===== src/rtl/adc_entropy_capture.sv =====
// Packs P_LSB_BITS low bits of each in-range registered ADC sample into 32-bit entropy words; word valid on the edge that captures its last sample.
// A completed word is dropped (sticky overflow) when the output still holds an unaccepted word and m_ready is low.
module adc_entropy_capture #(
    parameter int P_LSB_BITS      = 1,
    parameter bit P_CHECK_COUNTER = 1'b0
) (
    input  logic        clk,
    input  logic        reset,
    input  logic        enable,
    input  logic [13:0] adc_data,
    input  logic        adc_or,
    output logic [31:0] m_data,
    output logic        m_valid,
    input  logic        m_ready,
    output logic        overflow,
    output logic [15:0] or_cnt,
    output logic [15:0] pattern_err_cnt,
    input  logic        clear_status
);

    localparam int SW = 32 - P_LSB_BITS;

    typedef enum logic {SYNC, RUN} chk_state_t;

    logic [13:0]           s_data_q;
    logic                  s_or_q, s_en_q;
    logic [SW-1:0]         shreg_q, shreg_d;
    logic [4:0]            cnt_q, cnt_d;
    logic [31:0]           m_data_q, m_data_d;
    logic                  m_valid_q, m_valid_d;
    logic                  overflow_q, overflow_d;
    logic [15:0]           or_cnt_q, or_cnt_d;
    logic [15:0]           err_cnt_q, err_cnt_d;
    chk_state_t            chk_q, chk_d;
    logic [13:0]           exp_q, exp_d;

    logic                  sample_vld;
    logic [P_LSB_BITS-1:0] new_bits;
    logic [31:0]           word;
    logic [5:0]            cnt_sum;
    logic                  err_inc;

    always_ff @(posedge clk or posedge reset) begin
        if (reset) begin
            s_data_q   <= '0;
            s_or_q     <= 1'b0;
            s_en_q     <= 1'b0;
            shreg_q    <= '0;
            cnt_q      <= '0;
            m_data_q   <= '0;
            m_valid_q  <= 1'b0;
            overflow_q <= 1'b0;
            or_cnt_q   <= '0;
            err_cnt_q  <= '0;
            chk_q      <= SYNC;
            exp_q      <= '0;
        end else begin
            s_data_q   <= adc_data;
            s_or_q     <= adc_or;
            s_en_q     <= enable;
            shreg_q    <= shreg_d;
            cnt_q      <= cnt_d;
            m_data_q   <= m_data_d;
            m_valid_q  <= m_valid_d;
            overflow_q <= overflow_d;
            or_cnt_q   <= or_cnt_d;
            err_cnt_q  <= err_cnt_d;
            chk_q      <= chk_d;
            exp_q      <= exp_d;
        end
    end

    always_comb begin
        sample_vld = s_en_q & ~s_or_q;
        new_bits   = s_data_q[P_LSB_BITS-1:0];
        word       = {shreg_q, new_bits};
        cnt_sum    = {1'b0, cnt_q} + 6'(P_LSB_BITS);

        shreg_d    = shreg_q;
        cnt_d      = cnt_q;
        m_data_d   = m_data_q;
        m_valid_d  = m_valid_q & ~m_ready;
        overflow_d = overflow_q;

        // Disabled capture keeps the packer empty, so a re-enable starts a fresh word.
        if (!s_en_q) begin
            shreg_d = '0;
            cnt_d   = '0;
        end else if (sample_vld) begin
            shreg_d = word[SW-1:0];
            cnt_d   = cnt_sum[4:0];
            if (cnt_sum == 6'd32) begin
                if (!m_valid_q || m_ready) begin
                    m_data_d  = word;
                    m_valid_d = 1'b1;
                end else begin
                    overflow_d = 1'b1;
                end
            end
        end
        if (clear_status) begin
            overflow_d = 1'b0;
        end

        chk_d   = chk_q;
        exp_d   = exp_q;
        err_inc = 1'b0;
        if (P_CHECK_COUNTER) begin
            if (!s_en_q) begin
                chk_d = SYNC;
            end else begin
                // Both a match and a mismatch leave expected = sample + 1 (resync on error).
                exp_d = s_data_q + 14'd1;
                case (chk_q)
                    SYNC:    chk_d = RUN;
                    RUN:     err_inc = (s_data_q != exp_q);
                    default: chk_d = SYNC;
                endcase
            end
        end

        or_cnt_d = or_cnt_q;
        if (clear_status) begin
            or_cnt_d = '0;
        end else if (s_en_q && s_or_q && or_cnt_q != 16'hFFFF) begin
            or_cnt_d = or_cnt_q + 16'd1;
        end

        err_cnt_d = err_cnt_q;
        if (clear_status) begin
            err_cnt_d = '0;
        end else if (err_inc && err_cnt_q != 16'hFFFF) begin
            err_cnt_d = err_cnt_q + 16'd1;
        end
    end

    assign m_data          = m_data_q;
    assign m_valid         = m_valid_q;
    assign overflow        = overflow_q;
    assign or_cnt          = or_cnt_q;
    assign pattern_err_cnt = err_cnt_q;

endmodule


===== config.mk =====
export PLATFORM = sky130hd
export DESIGN_NAME = adc_entropy_capture
export DESIGN_NICKNAME = d
export VERILOG_FILES = /design/src/rtl/adc_entropy_capture.sv
export SDC_FILE = /design/constraint.sdc
export NUM_CORES = 1
export LEC_CHECK = 0
export CAP_MARGIN = 15
export CORE_ASPECT_RATIO = 0.7
export CORE_MARGIN = 5
export CORE_UTILIZATION = 51
export CTS_CLUSTER_SIZE = 24
export DETAILED_ROUTE_END_ITERATION = 10
export PLACE_DENSITY = 0.87
export SLEW_MARGIN = 20
export SYNTH_ARGS = -nofsm -noshare
export SYNTH_HDL_FRONTEND = slang
export SYNTH_SLANG_ARGS = --single-unit

===== constraint.sdc =====
create_clock -name clk -period 3.1 [get_ports clk]
set_input_delay 0.62 -clock clk [delete_from_list [all_inputs] [get_ports clk]]
set_output_delay 0.62 -clock clk [all_outputs]
set_load 0.03 [all_outputs]

# Yosys cells after proc, flatten, opt, wreduce, memory -nomap -nowiden
# Cells that the tools add are included.
# word_totals
reg_bits	89
output_inout_bits	66
elab_cells	44
# op_classes
n_addsub	2
n_eq_ne	4
mux	15
bitwise	4
reduce_logical	10
# ops
operator	count
$mux W31	2
$mux W16	2
$add A16 B1 Y16 const B	1
$ne A16 B16 Y1 const B	1
$mux W5	2
$mux W1	9
$reduce_and A4 Y1	2
$reduce_bool A2 Y1	4
$add A5 B1 Y6 const B	1
$eq A6 B6 Y1 const B	1
$and A1 B1 Y1	2
$logic_and A1 B1 Y1	2
$ne A2 B1 Y1 const B	1
$ne A2 B2 Y1 const B	1
$not A1 Y1	2
$logic_not A1 Y1	1
$logic_or A1 B1 Y1	1

# Depth between registers and ports, before layout
# Gate-level depths: netlist (run 1).
# logic_depth
word_depth	7
ltp_mapped	6
mapped_depth_nobuf	5

# Worst setup path before layout (run 1)
# OpenSTA, ideal clock, no wires.
# synth_timing
kind	register to register
start	register or_cnt_q[0], in the netlist or_cnt[0]
end	register or_cnt_q[14], in the netlist or_cnt[14]
setup_time_ns	0.125
arrival_ns	1.799
path_slack_ns	1.176
path_stages_with_launch	7
n_path_buf	1
synth_period_minus_slack_ns	1.924
cell_sequence	dfrtp_1 > ha_1 > and3_1 > clkbuf_1 > nand2_1 > nor4b_2 > mux2_2
# synth_via
elab_chain_cells	3
# synth_rtl
element	line	text
from (decl)	32	logic [15:0] or_cnt_q, or_cnt_d;
from (signal assigned)	66	or_cnt_q <= or_cnt_d;
$add A16 B1 Y16 / $ne A16 B16 Y1 (equally long branches)	126, 125	
$mux W16 / $logic_and A1 B1 Y1 (equally long branches)	125	end else if (s_en_q && s_or_q && or_cnt_q != 16'hFFFF) begin
$mux W16 / $reduce_bool A2 Y1 (equally long branches)	n/a	
# Parallel ways exist; a longest one is shown, timed or not. The select of a mux whose other input is x is not followed.
# A chain may end at the register's enable or synchronous reset.

# Final worst setup path (run 1)
# layout_timing
start	register or_cnt_q[0], in the netlist or_cnt[0]
end	register or_cnt_q[7], in the netlist or_cnt[7]
# Same word-level chain as after synthesis.

==> impl_metrics.toml, run 1 <==
[floorplan]
boundaryPins = 86
die_h_um = 85.6
dieArea_sq_um = 10100
num_rows = 27
start_util = 0.527
core-area_sq_um = 7910
die_w_um = 118

[synth]
yosysTopAreaCell = "dfrtp_1"
yosys-top-cells-area = "dfrtp_1 53%, mux2_4 11%, mux2i_1 7.7%"
ys_seq_elements = 89
ys_seq_area_frac = 0.535
synth_cells = 322
syn-cell-area_sq_um = 4170
ys_warn_count = 0
syn_avg_cell_area_sq_um = 12.9
synth_top_area_share = 0.535
synthDistinctLibCells = 46

[sta]
setup_viol = 0
worstMarginPinSlew_ns = 0.848
clock.fmax_mhz = 446
max_slew_margin = 0.430
rsz0062_at_grt = "false"
finalHoldViolCount = 0
drv_slew = 0
whs_ns = 0.511
min_period_ns = 2.24
fin_crit_sh = 0.724
finClkSkew_ns = 0.00399
fin_setup_tns_ns = 0

[cells_and_area]
layout.cells.most_common = "dfrtp_1"
drive_gt1_frac = 0.168
antenna_cells = 0
area_delta_synth_final_pct = 20.2
final_nets = 399
layout_common_cells = "88 x dfrtp_1, 56 x clkdlybuf4s50_1, 36 x nor2b_1"

[cts]
cts_root_buf = "clkbuf_16"
cts_buffers = 9
post_cts_buffers = 0
clkSinkCount = 89
cts_tree = "done"
holdBufCountCts = 0
htreeDepth = 3
cts_buffer_depth = 2
cts_resized = 0
clk_pin_slew_ns = 0.06
clk_latency_ns = 0.33

[setup_path]
r2r_cells = 5
path_class = "register to register"
cp.required_ns = 3.32
worstPathArrival_ns = 2.46
critPathMaxStageDelay_ns = 0.80
end_kind = "register"
cp-startpoint = "or_cnt[0]$_DFFE_PP0P_"
worstReg2RegStart = "or_cnt[0]$_DFFE_PP0P_"
cp-start-kind = "register"
worstPathCellList = "ha_1 -> nand4_1 -> nor4_2 -> nor3_1 -> mux2_2"
cp_max_fo = 11
critPathSlowestCell = "nor4_2"

[routing]
top_layer = "met4"
drt-met1-wl_um = 3510
vias_per_cell = 5.26
met3_wirelength_um = 463
wl_per_cell_um = 16.0
met2_length_um = 3650
drc = 0
drt_iter0_drc = 196
ant_nets = 0
routed_wl_um = 7710
num_vias = 2536
first_pass_iters = 4

[power_and_ir_drop]
power.density_nw_per_um2 = 484
peakVddDrop_uv = 337
power_uw = 2430
leakagePower_uw = 0.00228

[global_route]
grt_usage = 0.168
grt_max_degree = 41
grt_antenna_before_repair = 0
grt_pass1_vias = 2619
grt_pass1_wl_um = 13700
grt_overflow = 0

[placement]
io_buffers = 56
dp_hpwl_um = 5200
gp_congestion = 0.778

[hold_path]
min-delay-start = "shreg_q[30]$_DFFE_PP0P_"
min_path_cells = 1
hold_path.class = "register to register"

[flow_run]
cap_viol_max_count = 0

[status]
status = "complete, no violations"
metal layers:
layer / vias to the layer above / GRT usage
met1: 1241 / 0.225
met2: 81 / 0.264
li1: 1200 / -
met5: - / 0
met4: 0 / 0.0417
met3: 14 / 0.0593
path summary, 6_finish.rpt:
check | end | slack [ns]
max | or_cnt[7]$_DFFE_PP0P_ | 0.86
min | m_data[31]$_DFFE_PP0P_ | 0.51
max reg2reg | or_cnt[7]$_DFFE_PP0P_ | 0.86
min reg2reg | m_data[31]$_DFFE_PP0P_ | 0.51
max in group asynchronous | m_valid$_DFF_PP0_ | 1.60
min in group asynchronous | m_data[8]$_DFFE_PP0P_ | 0.68
cell usage after synthesis, drive strengths merged:
cell type / n
nor3: 6
nand4: 5
mux2i: 32
conb: 1
and3: 2
dfrtp: 89
and4: 1
a311o: 1
o21ai: 5
a41o: 1
nor4b: 1
xnor2: 4
or3b: 1
buf: 26
inv: 5
o31ai: 2
and2: 6
o311a: 1
or2: 1
nor4: 2
nand2: 8
nor2: 13
ha: 2
a211oi: 2
a31oi: 3
mux2: 34
nand4b: 2
nand3: 5
or3: 7
a311oi: 1
a21oi: 10
nor2b: 36
nand2b: 2
clkbuf: 5
stage by stage:
| step | worst slack [ns] | util | cell area, sq um | instances |
|---|---|---|---|---|
| after floorplan | 0.173 | - | 4220 | 337 |
| after global placement | 0.736 | 0.594 | 4700 | 467 |
| after detailed placement | 0.708 | 0.594 | 4700 | 467 |
| after CTS | 0.859 | 0.634 | 5010 | 482 |
| after global routing | 0.747 | 0.634 | 5010 | 482 |
| final | 0.857 | 0.634 | 5010 | 482 |
state kept, by name (all words and copies together), names as in the netlist:
name and flops:
m_data 32, shreg_q 31, or_cnt 16, cnt_q 5
m_valid 1, overflow 1, s_data_q 1, s_en_q 1
s_or_q 1
worst max-delay path: cells and delay by family, from the launching register on:
kind | cells | cell delay, ns
adders and majority gates | 1 | 0.27
muxes | 1 | 0.30
and+or+nand+nor | 3 | 1.13
DFF | 1 | 0.42
final cells by class:
type	count	area [sq um]
timing repair buffer	60	591
multi-input combinational	212	1730
clock inverter	3	65.1
clock buffer	12	246
inverter	5	20.0
sequential	89	2230
fill	611	2900
tap	101	126
power breakdown:
part | internal, uW | leakage (uW) | switching (uW)
Combinational | 34.2 | 0.000892 | 73.9
Clock | 722 | 0.000153 | 412
Sequential | 1170 | 0.00123 | 13.3
cells by family (layout without fill, tap and decap cells):
group	count (synthesis)	in the layout	synth area share
buffers and inverters	36	80	0.0631
adder cells (fa/ha/maj)	2	2	0.00601
multiplexers	66	66	0.196
XOR/XNOR	4	4	0.00841
AO/OA/AOI/OAI	26	26	0.0390
other	1	16	0.000900
AND/OR/NAND/NOR	98	98	0.152
flip-flops	89	89	0.535
No activity file was read; power rests on OpenSTA's default activity.
==> run 2, diff against run 1 <==
==> constraint.sdc (replaced) <==
create_clock -name clk -period 2.4 [get_ports clk]
set_input_delay 0.48 -clock clk [delete_from_list [all_inputs] [get_ports clk]]
set_output_delay 0.48 -clock clk [all_outputs]
set_load 0.03 [all_outputs]
==> impl_metrics.toml, run 2 (synthesis gave the netlist of run 1 again) <==
[setup_path]
cp.required_ns = 1.92
end_kind = "output port"
path_class = "register to output port"
critPathMaxStageDelay_ns = 0.74
cp.buffers_inverters = 1
cp-start-kind = "register"
worstPathArrival_ns = 1.53
critPathSlowestCell = "clkdlybuf4s50_1"
worstPathCellList = "clkdlybuf4s50_1"
crit_family = "buffers and inverters"
cp_max_fo = 7

[routing]
vias_per_cell = 5.31
routed_wl_um = 7800
ant_nets = 0
drt_iter0_drc = 145
drc = 0
wl_per_cell_um = 15.9
first_pass_iters = 4
num_vias = 2597

[sta]
worstMarginPinSlew_ns = 0.675
fin_crit_sh = 0.838
max_slew_margin = 0.546
setup_viol = 0
rsz0062_at_grt = "false"
drv_slew = 0
clock.fmax_mhz = 497
layout_setup_ws_ns = 0.389
min_period_ns = 2.01
fin_setup_tns_ns = 0
finalHoldViolCount = 0
finClkSkew_ns = 0.00888

[cells_and_area]
drive_gt1_frac = 0.183
design_area_sq_um = 5070
area_delta_synth_final_pct = 21.7
layout.cells.most_common = "dfrtp_1"
antenna_cells = 0
fin_util = 0.642
fill_cells = 594
largest_reg_flops = 32
final_nets = 405
layout_common_cells = "88 x dfrtp_1, 56 x clkdlybuf4s50_1, 36 x nor2b_1"

[cts]
holdBufCountCts = 0
clk_pin_slew_ns = 0.07
post_cts_buffers = 0
cts_buffer_depth = 2
htreeDepth = 3
clkSinkCount = 89
cts_root_buf = "clkbuf_16"
cts_buffers = 9
cts_resized = 0
cts_tree = "done"
clk_latency_ns = 0.33

[global_route]
grt_overflow = 0
grt_usage = 0.161
grt_pass1_vias = 2614
grt_max_degree = 75
grt_pass1_wl_um = 13200
grt_antenna_before_repair = 0

[placement]
io_buffers = 56
dpl_cell_area_sq_um = 4760
place_ws_ns = 0.318
gp_congestion = 0.783
dp_hpwl_um = 5260

[floorplan]
dieArea_sq_um = 10100
die_h_um = 85.6
start_util = 0.527
boundaryPins = 86
die_w_um = 118
num_rows = 27
core-area_sq_um = 7910

[power_and_ir_drop]
leakagePower_uw = 0.00230
power.density_nw_per_um2 = 618
peakVddDrop_uv = 399

[flow_run]
cap_viol_max_count = 0

[hold_path]
hold_path.class = "register to register"

[status]
status = "complete, no violations"
## run 2: area by class of cell
type	instances	area [sq um]	share of cell area
timing repair buffer	66	648	0.128
sequential	89	2230	0.439
inverter	5	22.5	0.00444
tap	101	126	0.0249
clock inverter	5	80.1	0.0158
clock buffer	11	233	0.0459
multi-input combinational	212	1730	0.342
## run 2: routing by layer
layer,wire (um),vias up,share of wire,GRT usage
li1,-,1214,-,-
met1,3630,1296,0.47,0.220
met2,3560,75,0.46,0.246
met3,478,12,0.061,0.0508
met4,125,0,0.016,0.0542
met5,0,-,0,0
## run 2: report_power, final
group	internal (uW)	switching, uW
combinational	48.8	103
clock	911	550
sequential	1510	12.1
total	2470	666
## run 2: path summary, 6_finish.rpt
check,slack [ns],startpoint,end,cells after the start
max reg2reg,0.43,or_cnt[0]$_DFFE_PP0P_,or_cnt[14]$_DFFE_PP0P_,5
min,0.51,m_data[30]$_DFFE_PP0P_,m_data[30]$_DFFE_PP0P_,1
min reg2reg,0.51,m_data[30]$_DFFE_PP0P_,m_data[30]$_DFFE_PP0P_,1
max in group asynchronous,1.45,reset,s_or_q$_DFF_PP0_,3
min in group asynchronous,0.56,reset,m_data[18]$_DFFE_PP0P_,3
max,0.39,or_cnt[11]$_DFFE_PP0P_,or_cnt[11],1
## run 2: metrics by stage
stage / hold slack [ns] / cells / power (uW)
floorplan: 0.479 / 337 / 1680
global placement: 0.489 / 473 / 1700
detailed placement: 0.492 / 473 / 1700
CTS: 0.517 / 489 / 3160
global route: 0.528 / 489 / 3250
finish: 0.512 / 489 / 3140
==> edit, RTL diff (config.mk and constraints of run 1) <==
Take the reset off `shreg_q` and load it in a clocked block of its own.
--- a/src/rtl/adc_entropy_capture.sv
+++ b/src/rtl/adc_entropy_capture.sv
@@ -47,3 +47,2 @@
             s_en_q     <= 1'b0;
-            shreg_q    <= '0;
             cnt_q      <= '0;
@@ -60,3 +59,2 @@
             s_en_q     <= enable;
-            shreg_q    <= shreg_d;
             cnt_q      <= cnt_d;
@@ -70,2 +68,6 @@
         end
+    end
+
+    always_ff @(posedge clk) begin
+        shreg_q <= shreg_d;
     end
Behaviour: same outputs for any inputs over 10 cycles, from zero or initial values and one cycle with reset high; that may be too few to reach the edited logic, so the function may still have changed.
==> edit against run 1 <==
- worst setup slack got worse by 0.081 ns
- clock power is 33% lower
- total power shrank 16%
- die area shrank 8.3%
- routed wire length down 7.9%
- sequential cell count unchanged
- area after synthesis decreased by 9.2%
- final area decreased by 8.5%
- critical path type unchanged
- largest cell class unchanged
==> edit: results (changes against run 1) <==
Layout
• count of clock buffers in the final design: 13, +1
• proportion of cell area occupied by multi-input gates: 34.11%, -0.48 points
• number of ordinary inverters in the final layout: 4, -1
• final core utilization: 63.16%, -0.21 points
• Fill cells: 590, -3.4%
• FF+latch area: 0.002073 mm2, -7.0%
• non-filler cells in the finished layout: 475, -1.5%
• number of combinational gates with multiple inputs: 208, -1.9%

Place
• Place WS: 0.7571 ns, +0.04906 ns
• cell area after placement: 0.004389 mm2, -6.6%
• post-placement cell count: 459, -1.7%
• final HPWL from detailed placement: 4.936 mm, -5.1%
• last weighted congestion value of the routability-driven placer: 0.8191, +5.3%

Worst hold path
• capture endpoint of the worst hold path: m_data[30]$_DFFE_PP0P_
• Hold Startpoint: m_data[30]$_DFFE_PP0P_

Setup path
• maximum fanout along the worst path: 18, +7
• Max stage delay on crit path: 0.59 ns, -0.21 ns
• reg-to-reg slack, setup: 0.78 ns, -0.08 ns
• cell with the largest stage delay on the worst path: sky130_fd_sc_hd__dfrtp_2
• Worst Path Arrival: 2.57 ns, +0.11 ns

STA
• Worst-Margin Slew: 0.8337 ns, -0.01442 ns
• setup skew after layout: 0.007322 ns, +0.003329 ns
• worst hold margin: 0.4956 ns, -0.01585 ns

CTS
• Skew-Pair Late Insertion Delay: 0.35 ns, +0.02 ns
• clock slew seen by the registers of the worst setup and hold paths: 0.08 ns, +0.02 ns
• CTS root buffer: sky130_fd_sc_hd__clkbuf_8

Route
• met2 wire len: 3.353 mm, -8.1%
• met3 layer wire length in the routed design: 385 um, -17%
• number of DRC violations after detailed-routing iteration 0: 53, -73%
• post-route met1 wirelength: 3.277 mm, -6.7%
• Detailed Routing Iterations Pass 1: 5, +1
• Detailed Route WL: 7.097 mm, -7.9%

Logic synthesis
• leading cell types by total area after synthesis: sky130_fd_sc_hd__dfrtp_1 (38%), sky130_fd_sc_hd__dfxtp_1 (16%), sky130_fd_sc_hd__mux2i_1 (8.7%)
• adder-cell share of the synthesized area: 0.6614%, +0.061 points
• Post-Synthesis Cells: 318, -1.2%
• fraction of registers with async set or reset after synthesis: 65.17%, -35 points
• fraction of synthesized area in multiplexers: 19.44%, -0.14 points
• leading cell types by count after synthesis: sky130_fd_sc_hd__dfrtp_1 (58), sky130_fd_sc_hd__nor2b_1 (38), sky130_fd_sc_hd__mux2i_1 (33)
• number of different library cells in the post-synthesis netlist: 34, -26%
• share of the synthesized netlist area taken by xor and xnor gates: 0.9259%, +0.085 points
• Synth Area in Compound Gates: 4.200%, +0.30 points

Global route
• met3 Use GR: 5.596%, -0.34 points
• overall track demand over capacity in global routing: 16.72%, -0.075 points
• vias in the first global route: 2538, -3.1%
• wire length of the first global-routing pass: 12.31 mm, -10%
• pin count of the biggest net entering global routing: 40, -2.4%

Power and ir drop
• cell-internal power: 1.556 mW, -19%
• Sw Ratio: 23.49%, +2.9 points
• maximum VDD drop: 0.0002297 V, -32%
• fraction of power consumed by the clock network: 37.1%, -9.7 points

Outcome
• status: finished, final reports clean

Floorplan
• area of the die: 0.009269 mm2, -8.3%

edit: cell count changes in the layout (fill, tap and decap cells not counted), moves of 11 or more:
cell / run 1 / this run
sky130_fd_sc_hd__clkbuf_8: 1 / 12
sky130_fd_sc_hd__dfxtp_1: 0 / 31
sky130_fd_sc_hd__mux2_2: 4 / 25
sky130_fd_sc_hd__dfrtp_1: 88 / 57
sky130_fd_sc_hd__mux2_4: 30 / 0
sky130_fd_sc_hd__mux2_1: 0 / 11
edit: worst max-delay path by stage:
stage                                 from                      to
after floorplan                      reset    cnt_q[0]$_DFFE_PP0P_
after global placement    s_or_q$_DFF_PP0_  m_data[17]$_DFFE_PP0P_
after detailed placement  s_or_q$_DFF_PP0_   m_data[6]$_DFFE_PP0P_
after CTS                 s_or_q$_DFF_PP0_  m_data[15]$_DFFE_PP0P_
after global routing      s_or_q$_DFF_PP0_   m_data[6]$_DFFE_PP0P_
final                     s_or_q$_DFF_PP0_  m_data[15]$_DFFE_PP0P_
